File: config.mk
export PLATFORM = sky130hd
export DESIGN_NAME = dmem_bus_bridge
export DESIGN_NICKNAME = d
export VERILOG_FILES = /design/src/rtl/dmem_bus_bridge_pkg.sv /design/src/rtl/dmem_req_latch.sv /design/src/rtl/dmem_bus_bridge.sv
export SDC_FILE = /design/constraint.sdc
export NUM_CORES = 1
export LEC_CHECK = 0
export CORE_ASPECT_RATIO = 0.7
export CORE_MARGIN = 1
export CORE_UTILIZATION = 37
export CTS_BUF_LIST = sky130_fd_sc_hd__clkbuf_4
export DETAILED_ROUTE_END_ITERATION = 10
export PLACE_DENSITY = 0.79
export SYNTH_ARGS = -nofsm -noshare
export SYNTH_HDL_FRONTEND = slang
export SYNTH_SLANG_ARGS = --single-unit
File: constraint.sdc
create_clock -name clk -period 1.6 [get_ports clk]
set_input_delay 0.24 -clock clk [delete_from_list [all_inputs] [get_ports clk]]
set_output_delay 0.24 -clock clk [all_outputs]
set_load 0.01 [all_outputs]
File: src/rtl/dmem_bus_bridge_pkg.sv
// Shared definitions for the data-memory bus bridge: FSM encoding, timeout
// defaults and the address alignment helper used when a request is latched.
package dmem_bus_bridge_pkg;

  typedef enum logic [1:0] {
    S_IDLE = 2'd0,
    S_REQ  = 2'd1,
    S_WAIT = 2'd2,
    S_DONE = 2'd3
  } state_t;

  localparam int TIMEOUT_CYC_DEF = 255;
  localparam int TMO_W           = 8;

  // Loads fetch the whole word; stores keep the byte address for the slave.
  function automatic logic [31:0] bus_addr(input logic wr, input logic [31:0] addr);
    return wr ? addr : {addr[31:2], 2'b00};
  endfunction

endpackage

File: src/rtl/dmem_req_latch.sv
// Enable-register bank holding the bus request fields for one transaction.
module dmem_req_latch (
  input  logic        clk,
  input  logic        rst,
  input  logic        load,
  input  logic        wr_d,
  input  logic [3:0]  wstrb_d,
  input  logic [31:0] addr_d,
  input  logic [31:0] wdata_d,
  output logic        wr,
  output logic [3:0]  wstrb,
  output logic [31:0] addr,
  output logic [31:0] wdata
);

  always_ff @(posedge clk or negedge rst) begin
    if (!rst) begin
      wr    <= 1'b0;
      wstrb <= 4'b0000;
      addr  <= 32'd0;
      wdata <= 32'd0;
    end else if (load) begin
      wr    <= wr_d;
      wstrb <= wstrb_d;
      addr  <= addr_d;
      wdata <= wdata_d;
    end
  end

endmodule

File: src/rtl/dmem_bus_bridge.sv
// MEM-stage to req/addr_ok/data_ok bus bridge with pipeline stall generation.
// Optional WAIT-state abort is enabled by defining DMEM_TIMEOUT_EN.
module dmem_bus_bridge
  import dmem_bus_bridge_pkg::*;
#(
  parameter int TIMEOUT_CYC = TIMEOUT_CYC_DEF
) (
  input  logic        clk,
  input  logic        rst,
  input  logic        memreq_i,
  input  logic        memwrite_i,
  input  logic [3:0]  wstrb_i,
  input  logic [31:0] addr_i,
  input  logic [31:0] wdata_i,
  input  logic        stall_ext_i,
  output logic        stall_mem_o,
  output logic [31:0] rdata_o,
  output logic        err_o,
  output logic        data_req,
  output logic        data_wr,
  output logic [3:0]  data_wstrb,
  output logic [31:0] data_addr,
  output logic [31:0] data_wdata,
  input  logic        data_addr_ok,
  input  logic        data_data_ok,
  input  logic [31:0] data_rdata,
  output logic [1:0]  dbg_state
);

  // Handshake: data_req stays high (fields frozen) until a cycle with
  // data_addr_ok=1; data_data_ok counts only in that same cycle or after it.

  state_t state_q, state_d;
  logic   tmo_hit;
  logic   resp_ok;
  logic   issue;

  assign issue     = (state_q == S_IDLE) && memreq_i;
  assign resp_ok   = ((state_q == S_REQ) && data_addr_ok && data_data_ok) ||
                     ((state_q == S_WAIT) && data_data_ok);
  assign dbg_state = state_q;

  dmem_req_latch u_req_latch (
    .clk     (clk),
    .rst     (rst),
    .load    (issue),
    .wr_d    (memwrite_i),
    .wstrb_d (memwrite_i ? wstrb_i : 4'b0000),
    .addr_d  (bus_addr(memwrite_i, addr_i)),
    .wdata_d (wdata_i),
    .wr      (data_wr),
    .wstrb   (data_wstrb),
    .addr    (data_addr),
    .wdata   (data_wdata)
  );

  always_ff @(posedge clk or negedge rst) begin
    if (!rst) state_q <= S_IDLE;
    else      state_q <= state_d;
  end

  always_comb begin
    state_d = state_q;
    unique case (state_q)
      S_IDLE: if (memreq_i) state_d = S_REQ;
      S_REQ:  if (data_addr_ok) state_d = data_data_ok ? S_DONE : S_WAIT;
      S_WAIT: if (data_data_ok || tmo_hit) state_d = S_DONE;
      S_DONE: if (!stall_ext_i) state_d = S_IDLE;
      default: state_d = S_IDLE;
    endcase
  end

  always_comb begin
    data_req    = 1'b0;
    stall_mem_o = 1'b0;
    unique case (state_q)
      S_IDLE: stall_mem_o = memreq_i;
      S_REQ: begin
        data_req    = 1'b1;
        stall_mem_o = 1'b1;
      end
      S_WAIT: stall_mem_o = 1'b1;
      S_DONE: stall_mem_o = 1'b0;
      default: stall_mem_o = 1'b0;
    endcase
  end

  // Read data only moves on a load completion or an abort, so it holds through DONE.
  always_ff @(posedge clk or negedge rst) begin
    if (!rst)                      rdata_o <= 32'd0;
    else if (resp_ok && !data_wr)  rdata_o <= data_rdata;
    else if (tmo_hit)              rdata_o <= 32'd0;
  end

`ifdef DMEM_TIMEOUT_EN
  logic [TMO_W-1:0] tmo_cnt;
  logic             err_q;

  assign tmo_hit = (state_q == S_WAIT) && !data_data_ok &&
                   (tmo_cnt == TMO_W'(TIMEOUT_CYC - 1));
  assign err_o   = err_q;

  always_ff @(posedge clk or negedge rst) begin
    if (!rst)                    tmo_cnt <= '0;
    else if (state_q != S_WAIT)  tmo_cnt <= '0;
    else                         tmo_cnt <= tmo_cnt + TMO_W'(1);
  end

  always_ff @(posedge clk or negedge rst) begin
    if (!rst)                                   err_q <= 1'b0;
    else if (tmo_hit)                           err_q <= 1'b1;
    else if (state_q == S_DONE && !stall_ext_i) err_q <= 1'b0;
  end
`else
  logic unused_tmo_cfg;

  assign unused_tmo_cfg = ^TIMEOUT_CYC;
  assign tmo_hit        = 1'b0;
  assign err_o          = 1'b0;
`endif

endmodule

== Word level (Yosys, flattened, before mapping) ==
Index checks and enable logic that the tools add are counted.

* $lt $le $gt $ge: 0
* Div/mod/pow operators: 0
* Shift-type cells: 0
* Reduce and logical (&&, ||, !) cells: 10
* Multiplexer cells: 10
* Equality and inequality tests: 7
* Add/subtract/negate cells: 0
* Multiply operators: 0
* Bitwise operators: 0

{| class="wikitable"
|+ Operator list
! kind !! count
|-
| 2-bit two-way mux || 5
|-
| 2-bit inequality test (second input constant) || 4
|-
| 2-bit one-hot mux with 4 select lines || 1
|-
| 1-bit logical AND || 5
|-
| 2-bit == test (second input constant) || 2
|-
| 4-bit two-way mux || 1
|-
| 4-bit AND reduction || 1
|-
| 1-bit one-hot mux with 3 select lines || 1
|-
| 2-bit by 1-bit == test with 1-bit output (second input constant) || 1
|-
| 2-bit logical NOT || 1
|-
| 1-bit two-way mux || 2
|-
| 2-bit OR reduction || 1
|-
| 1-bit logical NOT || 1
|-
| 1-bit logical OR || 1
|}

* Latch bits: 0
* Input port bits: 107
* Memories kept: 0
* Memory bits (writable): 0
* Register bits: 103
* Memory bits (read-only): 0

== Longest topological paths before layout ==
Gate-level depths: netlist of run 1.

* Word-level depth: 5
* Gate-level depth with buffers: 7
* Mapped depth without buffers: 6

== Modules after synthesis ==
A second synthesis of run 1 with hierarchy kept.

* Cells, all modules: 243
* Area total of the unflattened synthesis: 4186.5 um2

{| class="wikitable"
|+ Modules (own cells, without submodules)
! module !! sequential area each (um2) !! times used !! area each (um2) !! cells an instance
|-
| dmem_req_latch || 1726.7 || 1 || 2603.7 || 146
|-
| dmem_bus_bridge || 850.8 || 1 || 1582.8 || 97
|}

== Worst setup path before layout of run 1 ==
OpenSTA, ideal clock, no wires.

* Path kind: register to register
* From: register state_q[1] (netlist: dbg_state[1])
* To: register rdata_o[10]
* Data arrival time: 1.700 ns
* Path slack: -0.225 ns
* Cell stages (with the launch flop): 7
* Setup time: 0.125 ns
* Period minus slack after synthesis: 1.825 ns
* Cell sequence: dfrtp_1 > inv_1 > ha_1 > a21oi_2 > nor3b_4 > buf_6 > mux2_4

* Longest elaborated chain between the ends: 5
* Elaborated cells on any way between the ends: 7
* Those cells by class: eq/ne (2); reduce/logical (5)

{| class="wikitable"
|+ Ends and longest elaborated chain
! item !! line !! RTL
|-
| from (decl) || dmem_bus_bridge.sv:33 || <nowiki>state_t state_q, state_d;</nowiki>
|-
| from (signal assigned) || dmem_bus_bridge.sv:59 || <nowiki>else state_q <= state_d;</nowiki>
|-
| 2-bit by 1-bit == test with 1-bit output || dmem_bus_bridge.sv:39 || <nowiki>assign resp_ok = ((state_q == S_REQ) && data_addr_ok && data_data_ok) ||</nowiki>
|-
| 1-bit logical AND (2 in series) || dmem_bus_bridge.sv:39 ||
|-
| 1-bit logical OR (*) || dmem_bus_bridge.sv:39 ||
|-
| 1-bit logical AND (*) || dmem_bus_bridge.sv:91 || <nowiki>else if (resp_ok && !data_wr) rdata_o <= data_rdata;</nowiki>
|-
| to (signal assigned) || dmem_bus_bridge.sv:91 ||
|-
| to (decl) || dmem_bus_bridge.sv:17 || <nowiki>output logic [31:0] rdata_o,</nowiki>
|}

Every way passes the cells marked *; elsewhere a longest branch is shown, timed or not.
A chain may end at the register's enable or synchronous reset.

== Worst setup path in the final report of run 1 ==
* From: register state_q[0] (netlist: dbg_state[0])
* To: output stall_mem_o

* Longest elaborated chain between the ends: 3
* Elaborated cells on any way between the ends: 6
* Those cells by class: eq/ne (3); mux (1); reduce/logical (2)

{| class="wikitable"
|+ Ends and longest elaborated chain
! item !! line !! RTL
|-
| 2-bit by 1-bit == test with 1-bit output or 2-bit == test (tied branches) || dmem_bus_bridge.sv:76 || <nowiki>unique case (state_q)</nowiki>
|-
| 2-bit OR reduction (no source line) || - ||
|-
| 1-bit one-hot mux with 3 select lines (*) || dmem_bus_bridge.sv:76 ||
|-
| to (decl) || dmem_bus_bridge.sv:16 || <nowiki>output logic stall_mem_o,</nowiki>
|}

Marks and branches as above.

==> results of run 1 <==
[power groups by stage]
stage                     clock network (mW)  logic, mW  registers (mW)
after floorplan                            0       2.29            5.25
after global placement                     0       6.46            4.61
after detailed placement                   0       6.63            4.69
after CTS                               1.51       6.41            4.55
after global routing                    1.59       7.09            4.73
final                                   1.45       6.64            4.54
[synth_stat cells]
library cell  number
a21oi_1            1
ha_1               5
buf_4              1
nor3b_4            1
a2111oi_0          1
nand2b_1           2
a21oi_2            1
nand2_1           14
buf_6              3
mux2_2            67
mux2_4            30
o2111ai_1          1
clkbuf_1           1
dfrtp_1          103
buf_2              7
conb_1             1
inv_1              3
o21bai_1           1
o21ai_0            6
[layout make-up]
cell class	instances	area, um2
Fill cell	791	3590
Sequential cell	103	2580
Timing Repair Buffer	257	2480
Multi-Input combinational cell	131	1540
Tap cell	148	185
Clock inverter	7	87.6
Clock buffer	9	67.6
Inverter	3	16.3
[worst paths after layout]
| kind | end | start | slack [ns] | cells after the start |
|---|---|---|---|---|
| max in group asynchronous | u_req_latch.addr[7]$_DFFE_PN0P_ | rst | 0.86 | 3 |
| worst min register to register | u_req_latch.wstrb[3]$_DFFE_PN0P_ | u_req_latch.wstrb[3]$_DFFE_PN0P_ | 0.50 | 2 |
| worst max register to register | rdata_o[21]$_DFFE_PN0P_ | dbg_state[0]$_DFFE_PN0P_ | -0.18 | 8 |
| worst max-delay path | stall_mem_o | dbg_state[0]$_DFFE_PN0P_ | -0.24 | 4 |
| min in group clk | u_req_latch.addr[0]$_DFFE_PN0P_ | addr_i[0] | 0.34 | 3 |
| worst min-delay path | u_req_latch.wdata[29]$_DFFE_PN0P_ | rst | 0.19 | 2 |
[logic make-up after synthesis]
group	count (synthesis)	share of synthesized area, %
flip-flops	103	63.0
multiplexers	97	29.4
AND/OR/NAND/NOR	17	2.05
buffers and inverters	15	2.23
AO/OA/AOI/OAI	11	1.68
adder cells (fa/ha/maj)	5	1.53
other	1	0.0916
[routing by layer]
layer,wire (um),share of wire (%)
met5,0,0
met1,4350,41
met2,5340,50
met4,208,2.0
met3,771,7.2
[stage by stage]
step / utilization (%) / power (mW) / hold WS [ns]
2_1_floorplan: - / 7.54 / -0.0556
3_3_place_gp: 61.9 / 11.1 / 0.142
4_1_cts: 65.0 / 12.5 / 0.159
6_report: 66.0 / 12.6 / 0.195
5_1_grt: 66.0 / 13.4 / 0.169
3_5_place_dp: 61.9 / 11.3 / 0.150
[sequential cells by signal, indices dropped and copies added, names as in the netlist]
name / cells
u_req_latch.wr: 1
u_req_latch.addr: 32
u_req_latch.wstrb: 4
u_req_latch.wdata: 32
rdata_o: 32
dbg_state: 2
[repair_timing]
item	in CTS	in global routing
pin swaps	4	6
hold endpoints to repair	103	0
gates cloned	1	2
endpoints found under the setup margin	138	37
buffers inserted	25	5
gates resized for setup	135	30
hold buffers	1	0
==> impl_metrics.tcl, run 1 <==
set metrics [dict create \
    status "complete, but fails checks" \
    violations "setup timing" \
    drc 0 \
    drt_iter0_markers 60 \
    gp_congestion 0.693 \
    areaGrowthSynthToFinish_pct 70.1 \
    seq_area_frac_synth_pct 63.0 \
    timing.fmax_mhz 544 \
    num_vias 2980 \
    period_share_pct 115 \
    critPathLaunchType "flip-flop" \
    fin_crit_ns 1.84 \
    cts_buffer_depth 2 \
    fp-row-count 31 \
    cts-buffers-inserted 9 \
    cellPowerDensity_mw_per_mm2 1810 \
    met2_usage_pct 34.1 \
    final_cell_count_no_fill 658 \
    grtUsageMet1_pct 22.4 \
    clock-sinks 103 \
    routedWlPerCell_um 16.2 \
    fin_worst_skew_ns 0.0160 \
    tritoncts "built" \
    critical_path.top_delay_family "flip-flops" \
    power.switching_mw 4.18 \
    worstSetupPathType "flip-flop to primary output" \
    setup-tns-final_ns -5.38 \
    drive_above_1_share_pct 35.5 \
    synth_area_leaders "dfrtp_1, mux2_2, mux2_4, ha_1, nand2_1" \
    p_leak_nw 3.22 \
    rsz0062_at_grt "true" \
    htree_levels 3 \
    slowest_delay_ns 0.46 \
    die_h_um 90.0 \
    power.internal_mw 8.45 \
    first_pass_iters 4 \
    clk_pin_slew_ns 0.17 \
    ys_ff_latch 103 \
    cp_data_arrival_time_ns 1.60 \
    grt_overflow 0 \
    yosys_warnings 0 \
    via_per_inst 4.53 \
    grt_max_degree 43 \
    diodes 0 \
    placed_cells 615 \
    drt_wl_total_mm 10.7 \
    antenna_found_initial 0 \
    netlist_area_mm2 0.00409 \
    nNetsFinal 617 \
    synth_area_per_cell_um2 16.4 \
    fin_ws_ns -0.238 \
    die_area_mm2 0.0115 \
    grt_pass1_vias 3353 \
    p_clk_share_pct 11.5 \
    cp-end-kind "primary output" \
    cp_data_required_time_ns 1.36 \
    design_area_mm2 0.00696 \
    maxSlewViolCount 0 \
    seq_power_share_pct 35.9 \
    post-place-ws_ns -0.232 \
    worstPathMaxFanout 3 \
    final_cell_mix "clkdlybuf4s50_1, dlygate4sd2_1, dfrtp_1, mux2_2, mux2_4" \
    p_comb_share_pct 52.6 \
    top_usage_layer "met2" \
    track_usage_pct 19.4 \
    fp.dieW_um 128 \
    layout_commonest_cell "clkdlybuf4s50_1" \
    hpwl_mm 7.79 \
    p_sw_share_pct 33.1 \
    core_area_mm2 0.0106 \
    hold_path.class "input port to asynchronous set/reset pin" \
    initial_core_util_pct 38.8 \
    critPathSlowestCell "dfrtp_2" \
    syn_inst 249 \
    syn_nets 361 \
    vdd_drop_max_mv 1.03 \
    ant_nets 0 \
    grt_first_pass_wirelength_mm 17.2 \
    clk_latency_ns 0.46 \
    setup_violations 36 \
    final_hold_viol_count 0 \
    yosysUniqueCellTypes 19 \
    grt_use_met3_pct 6.19 \
    path_cells "inv_4 -> ha_4 -> mux2_4 -> buf_6" \
    ios 213 \
    path_buf_inv 2 \
    dpl_cell_area_mm2 0.00654 \
    synth_top_cell_by_area "dfrtp_1" \
    maxCapViolCount 0 \
    synth_top_area_share_pct 63.0 \
    root_buffer "clkbuf_4" \
    io_buffers 211 \
]
Power figures use the tool's default switching activity.
==> run 2, diff against run 1 <==
--- a/config.mk
+++ b/config.mk
@@ -7,10 +7,10 @@
 export LEC_CHECK = 0
 export CORE_ASPECT_RATIO = 0.7
 export CORE_MARGIN = 1
-export CORE_UTILIZATION = 37
+export CORE_UTILIZATION = 44
 export CTS_BUF_LIST = sky130_fd_sc_hd__clkbuf_4
 export DETAILED_ROUTE_END_ITERATION = 10
-export PLACE_DENSITY = 0.79
+export PLACE_DENSITY = 0.88
 export SYNTH_ARGS = -nofsm -noshare
 export SYNTH_HDL_FRONTEND = slang
 export SYNTH_SLANG_ARGS = --single-unit
==> constraint.sdc (replaced) <==
create_clock -name clk -period 2.2 [get_ports clk]
set_input_delay 0.33 -clock clk [delete_from_list [all_inputs] [get_ports clk]]
set_output_delay 0.33 -clock clk [all_outputs]
set_load 0.01 [all_outputs]
==> run 2 against run 1 <==
The run now ends clean. Combinational power fell by 30%. Critical path depth is the same. Total power decreased by 29%. Final area fell by 6.4%.
==> impl_metrics.tcl, run 2 (synthesis results as in run 1) <==
set metrics [dict create \
    cellPowerDensity_mw_per_mm2 1370 \
    final_hold_viol_count 0 \
    design_area_mm2 0.00652 \
    finish.utilization_pct 72.1 \
    areaGrowthSynthToFinish_pct 59.2 \
    path_cells "inv_2 -> ha_1 -> mux2_2 -> dlygate4sd2_1" \
    core_area_mm2 0.00903 \
    largest_registers "rdata_o (32), u_req_latch.addr (32), u_req_latch.wdata (32)" \
    hold_path.class "input port to asynchronous set/reset pin" \
    fp.dieW_um 117 \
    die_area_mm2 0.00970 \
    cts-buffers-inserted 9 \
    routedWlPerCell_um 16.6 \
    die_h_um 82.7 \
    cp_data_required_time_ns 1.87 \
    placed_cells 577 \
    track_usage_pct 20.4 \
    drc 0 \
    final_cell_count_no_fill 595 \
    io_buffers 211 \
    cts_buffer_depth 2 \
    grt_max_degree 50 \
    antenna_found_initial 0 \
    tritoncts "built" \
    worstPathMaxFanout 5 \
    setup-tns-final_ns 0 \
    p_leak_nw 2.78 \
    post-place-ws_ns 0.236 \
    hold_ws_ns 0.428 \
    gp_congestion 0.865 \
    cp-end-kind "primary output" \
    r2r-end "dbg_state[0]$_DFFE_PN0P_" \
    ant_nets 0 \
    status "finished, final reports clean" \
    fp-row-count 29 \
    vdd_drop_max_mv 0.920 \
    first_pass_iters 4 \
    period_share_pct 97.0 \
    grt_first_pass_wirelength_mm 14.4 \
    timing.fmax_mhz 469 \
    grt_overflow 0 \
    grt_pass1_vias 2855 \
    layout_commonest_cell "clkdlybuf4s50_1" \
    via_per_inst 4.77 \
    final_cell_mix "clkdlybuf4s50_1, dfrtp_1, mux2_2, mux2_4, nand2_1" \
    slowest_delay_ns 0.42 \
    slew_headroom_pct 58.8 \
    worst_slew_pin_slew_ns 0.619 \
    ios 213 \
    htree_levels 3 \
    diodes 0 \
    drt_iter0_markers 107 \
    drive_above_1_share_pct 26.5 \
    reg2reg_depth 7 \
    r2r_slack_ns 0.31 \
    clock-sinks 103 \
    fin_crit_ns 2.13 \
    rsz0062_at_grt "false" \
    worstSetupPathType "flip-flop to primary output" \
    cp_data_arrival_time_ns 1.80 \
    hpwl_mm 7.51 \
    crit-reg2reg-launch "dbg_state[1]$_DFFE_PN0P_" \
    drt_wl_total_mm 9.89 \
    initial_core_util_pct 45.3 \
    nNetsFinal 580 \
    finalPower_mw 8.91 \
    clk_pin_slew_ns 0.14 \
    fin_worst_skew_ns 0.0121 \
    maxSlewViolCount 0 \
    clk_latency_ns 0.43 \
    setup_violations 0 \
    fin_ws_ns 0.0659 \
    num_vias 2836 \
    dpl_cell_area_mm2 0.00635 \
    critPathSlowestCell "dfrtp_1" \
    root_buffer "clkbuf_4" \
    critPathLaunchType "flip-flop" \
    maxCapViolCount 0 \
]
[run 2: cell types whose count changed in the layout (fill, tap and decap cells not counted), moves of 4 or more]
cell             before  now
buf_12                7    3
buf_4                29    6
buf_6                 9    0
clkdlybuf4s50_1     105  209
dlygate4sd2_1       101    1
ha_1                  0    4
[run 2: worst max-delay path: cells and delay by family (launching register included)]
family	cells	cell delay, ns
DFF	1	0.42
buffers and inverters	2	0.42
muxes	1	0.27
adders and majority gates	1	0.26
[run 2: what timing repair did]
item	in CTS	in global routing
setup buffers	2	1
hold buffers	1	0
endpoints found under the setup margin	2	2
pin swaps	0	0
hold endpoints to repair	45	0
gates resized for setup	3	2
[run 2: routing by layer]
metal / GRT usage (%) / wire length, um
met2: 34.8 / 4900
met1: 21.9 / 3770
met4: 9.37 / 240
met3: 9.27 / 974
met5: 0 / 0
[run 2: how the worst max path moves through the flow]
stage                     cells after the start                       to  slack, ns                      from
after detailed placement                      4              stall_mem_o       0.24  dbg_state[1]$_DFFE_PN0P_
after floorplan                               6  rdata_o[10]$_DFFE_PN0P_       0.38  dbg_state[1]$_DFFE_PN0P_
after global placement                        4              stall_mem_o       0.34  dbg_state[0]$_DFFE_PN0P_
after global routing                          4              stall_mem_o     0.0008  dbg_state[0]$_DFFE_PN0P_
after CTS                                     4              stall_mem_o       0.03  dbg_state[1]$_DFFE_PN0P_
final                                         4              stall_mem_o       0.07  dbg_state[0]$_DFFE_PN0P_
[run 2: final cells by class]
class	instances	area, um2
flip-flops and latches	103	2580
fillers	590	2520
repair buffers	220	2220
multi-input cells	131	1440
well taps	124	155
clock buffers	9	67.6
clock inverters	5	51.3
inverters	3	11.3
[run 2: power by group]
part	switching, mW	internal (mW)
clock network	0.558	0.328
logic	1.66	3.00
registers	0.522	2.84
==> run 3, diff against run 2 <==
--- a/config.mk
+++ b/config.mk
@@ -6,7 +6,7 @@
 export NUM_CORES = 1
 export LEC_CHECK = 0
 export CORE_ASPECT_RATIO = 0.7
-export CORE_MARGIN = 1
+export CORE_MARGIN = 4
 export CORE_UTILIZATION = 44
 export CTS_BUF_LIST = sky130_fd_sc_hd__clkbuf_4
 export DETAILED_ROUTE_END_ITERATION = 10
==> run 3 against run 2 <==
Global-route usage fell by 0.64 points. Via count down 0.56%. Clock skew is 0.0036 ns lower. Setup slack improved by 0.013 ns. Combinational power grew 2%. Sequential power hardly changed. Clock-buffer cell count is 1 higher. Die area grew 13%. First-iteration DRC count down 14%. Critical path type unchanged. Largest power group unchanged.
==> impl_metrics.tcl, run 3 (synthesis results as in run 1) <==
set metrics [dict create \
    status "finished, final reports clean" \
    drive_above_1_share_pct 27.8 \
    worstSetupPathType "flip-flop to primary output" \
    hpwl_mm 8.31 \
    htree_levels 3 \
    p_leak_nw 2.82 \
    routed-wl-met2_mm 5.22 \
    fillers 634 \
    fp-row-count 29 \
    fin_worst_skew_ns 0.00850 \
    nNetsFinal 582 \
    die_area_mm2 0.0109 \
    top_layer "met4" \
    grt_first_pass_wirelength_mm 16.3 \
    first_pass_iters 4 \
    io_buffers 211 \
    routedWlPerCell_um 18.0 \
    drt_iter0_markers 92 \
    clock-sinks 103 \
    largest_registers "rdata_o (32), u_req_latch.addr (32), u_req_latch.wdata (32)" \
    cellPowerDensity_mw_per_mm2 1390 \
    layout_commonest_cell "clkdlybuf4s50_1" \
    critPathLaunchType "flip-flop" \
    drt_wl_total_mm 10.8 \
    finish.utilization_pct 72.8 \
    route.met3.wl_mm 1.26 \
    final_hold_viol_count 0 \
    period_share_pct 96.4 \
    die_h_um 88.7 \
    fin_crit_ns 2.12 \
    antenna_found_initial 0 \
    ant_nets 0 \
    areaGrowthSynthToFinish_pct 61.4 \
    maxSlewViolCount 0 \
    grt_pass1_vias 3052 \
    gp_congestion 0.794 \
    ios 213 \
    cts-buffers-inserted 9 \
    via_per_inst 4.71 \
    maxCapViolCount 0 \
    worstPathMaxFanout 4 \
    r2r_slack_ns 0.29 \
    hold_path.class "input port to asynchronous set/reset pin" \
    hold_ws_ns 0.377 \
    drt-met1-wl_mm 4.12 \
    timing.fmax_mhz 471 \
    setup_violations 0 \
    drc 0 \
    cp_data_arrival_time_ns 1.79 \
    track_usage_pct 19.8 \
    vdd_drop_max_mv 0.889 \
    cp-end-kind "primary output" \
    num_vias 2820 \
    design_area_mm2 0.00660 \
    clk_pin_slew_ns 0.14 \
    core_area_mm2 0.00907 \
    dpl_cell_area_mm2 0.00637 \
    initial_core_util_pct 45.1 \
    diodes 0 \
    grt_overflow 0 \
    cts_buffer_depth 2 \
    grt_max_degree 52 \
    root_buffer "clkbuf_4" \
    tritoncts "built" \
    clk_latency_ns 0.44 \
    cp_data_required_time_ns 1.87 \
    fp.dieW_um 123 \
    final_cell_mix "clkdlybuf4s50_1, dfrtp_1, mux2_2, mux2_4, nand2_1" \
]
## run 3: through the flow
step	TNS, ns	setup slack (ns)	instances	power (mW)
CTS	0	0.0163	596	9.22
finish	0	0.0790	599	9.18
global placement	0	0.333	577	7.91
floorplan	0	0.375	249	5.45
detailed placement	0	0.254	577	8.11
global route	-0.00354	-0.00354	599	9.76
## run 3: worst paths after layout
check | from | cells after the start | to
worst max-delay path | dbg_state[0]$_DFFE_PN0P_ | 4 | stall_mem_o
worst min-delay path | rst | 2 | u_req_latch.wdata[25]$_DFFE_PN0P_
worst max register to register | dbg_state[0]$_DFFE_PN0P_ | 7 | rdata_o[0]$_DFFE_PN0P_
worst min register to register | u_req_latch.wstrb[3]$_DFFE_PN0P_ | 2 | u_req_latch.wstrb[3]$_DFFE_PN0P_
max in group asynchronous | rst | 3 | rdata_o[21]$_DFFE_PN0P_
min in group clk | addr_i[0] | 3 | u_req_latch.addr[0]$_DFFE_PN0P_
## run 3: critical path, stage by stage (launching register included)
cell	delay, ns
dfrtp_1	0.42
inv_2	0.14
ha_4	0.17
mux2_2	0.34
dlygate4sd2_1	0.29
## run 3: layer usage
metal | global-route usage (%) | up-vias
met5 | 0 | -
met4 | 6.33 | 0
met3 | 9.46 | 18
met2 | 33.1 | 133
met1 | 22.6 | 1364
li1 | - | 1305
## run 3: where the power goes
group	internal [mW]	switching, mW
logic	3.06	1.69
clock network	0.470	0.594
registers	2.84	0.532
total	6.37	2.81
## run 3: layout make-up
cell class / count / area, um2 / share of cell area, %
clock buffers: 10 / 75.1 / 1.14
repair buffers: 222 / 2250 / 34.0
well taps: 124 / 155 / 2.35
flip-flops and latches: 103 / 2580 / 39.0
inverters: 3 / 11.3 / 0.171
clock inverters: 6 / 85.1 / 1.29
multi-input cells: 131 / 1450 / 22.0
## run 3: what timing repair did
| item | CTS | global route |
|---|---|---|
| hold endpoints to repair | 35 | 0 |
| endpoints found under the setup margin | 2 | 2 |
| hold buffers | 1 | 0 |
| buffers inserted | 2 | 3 |
| resized for setup | 4 | 4 |
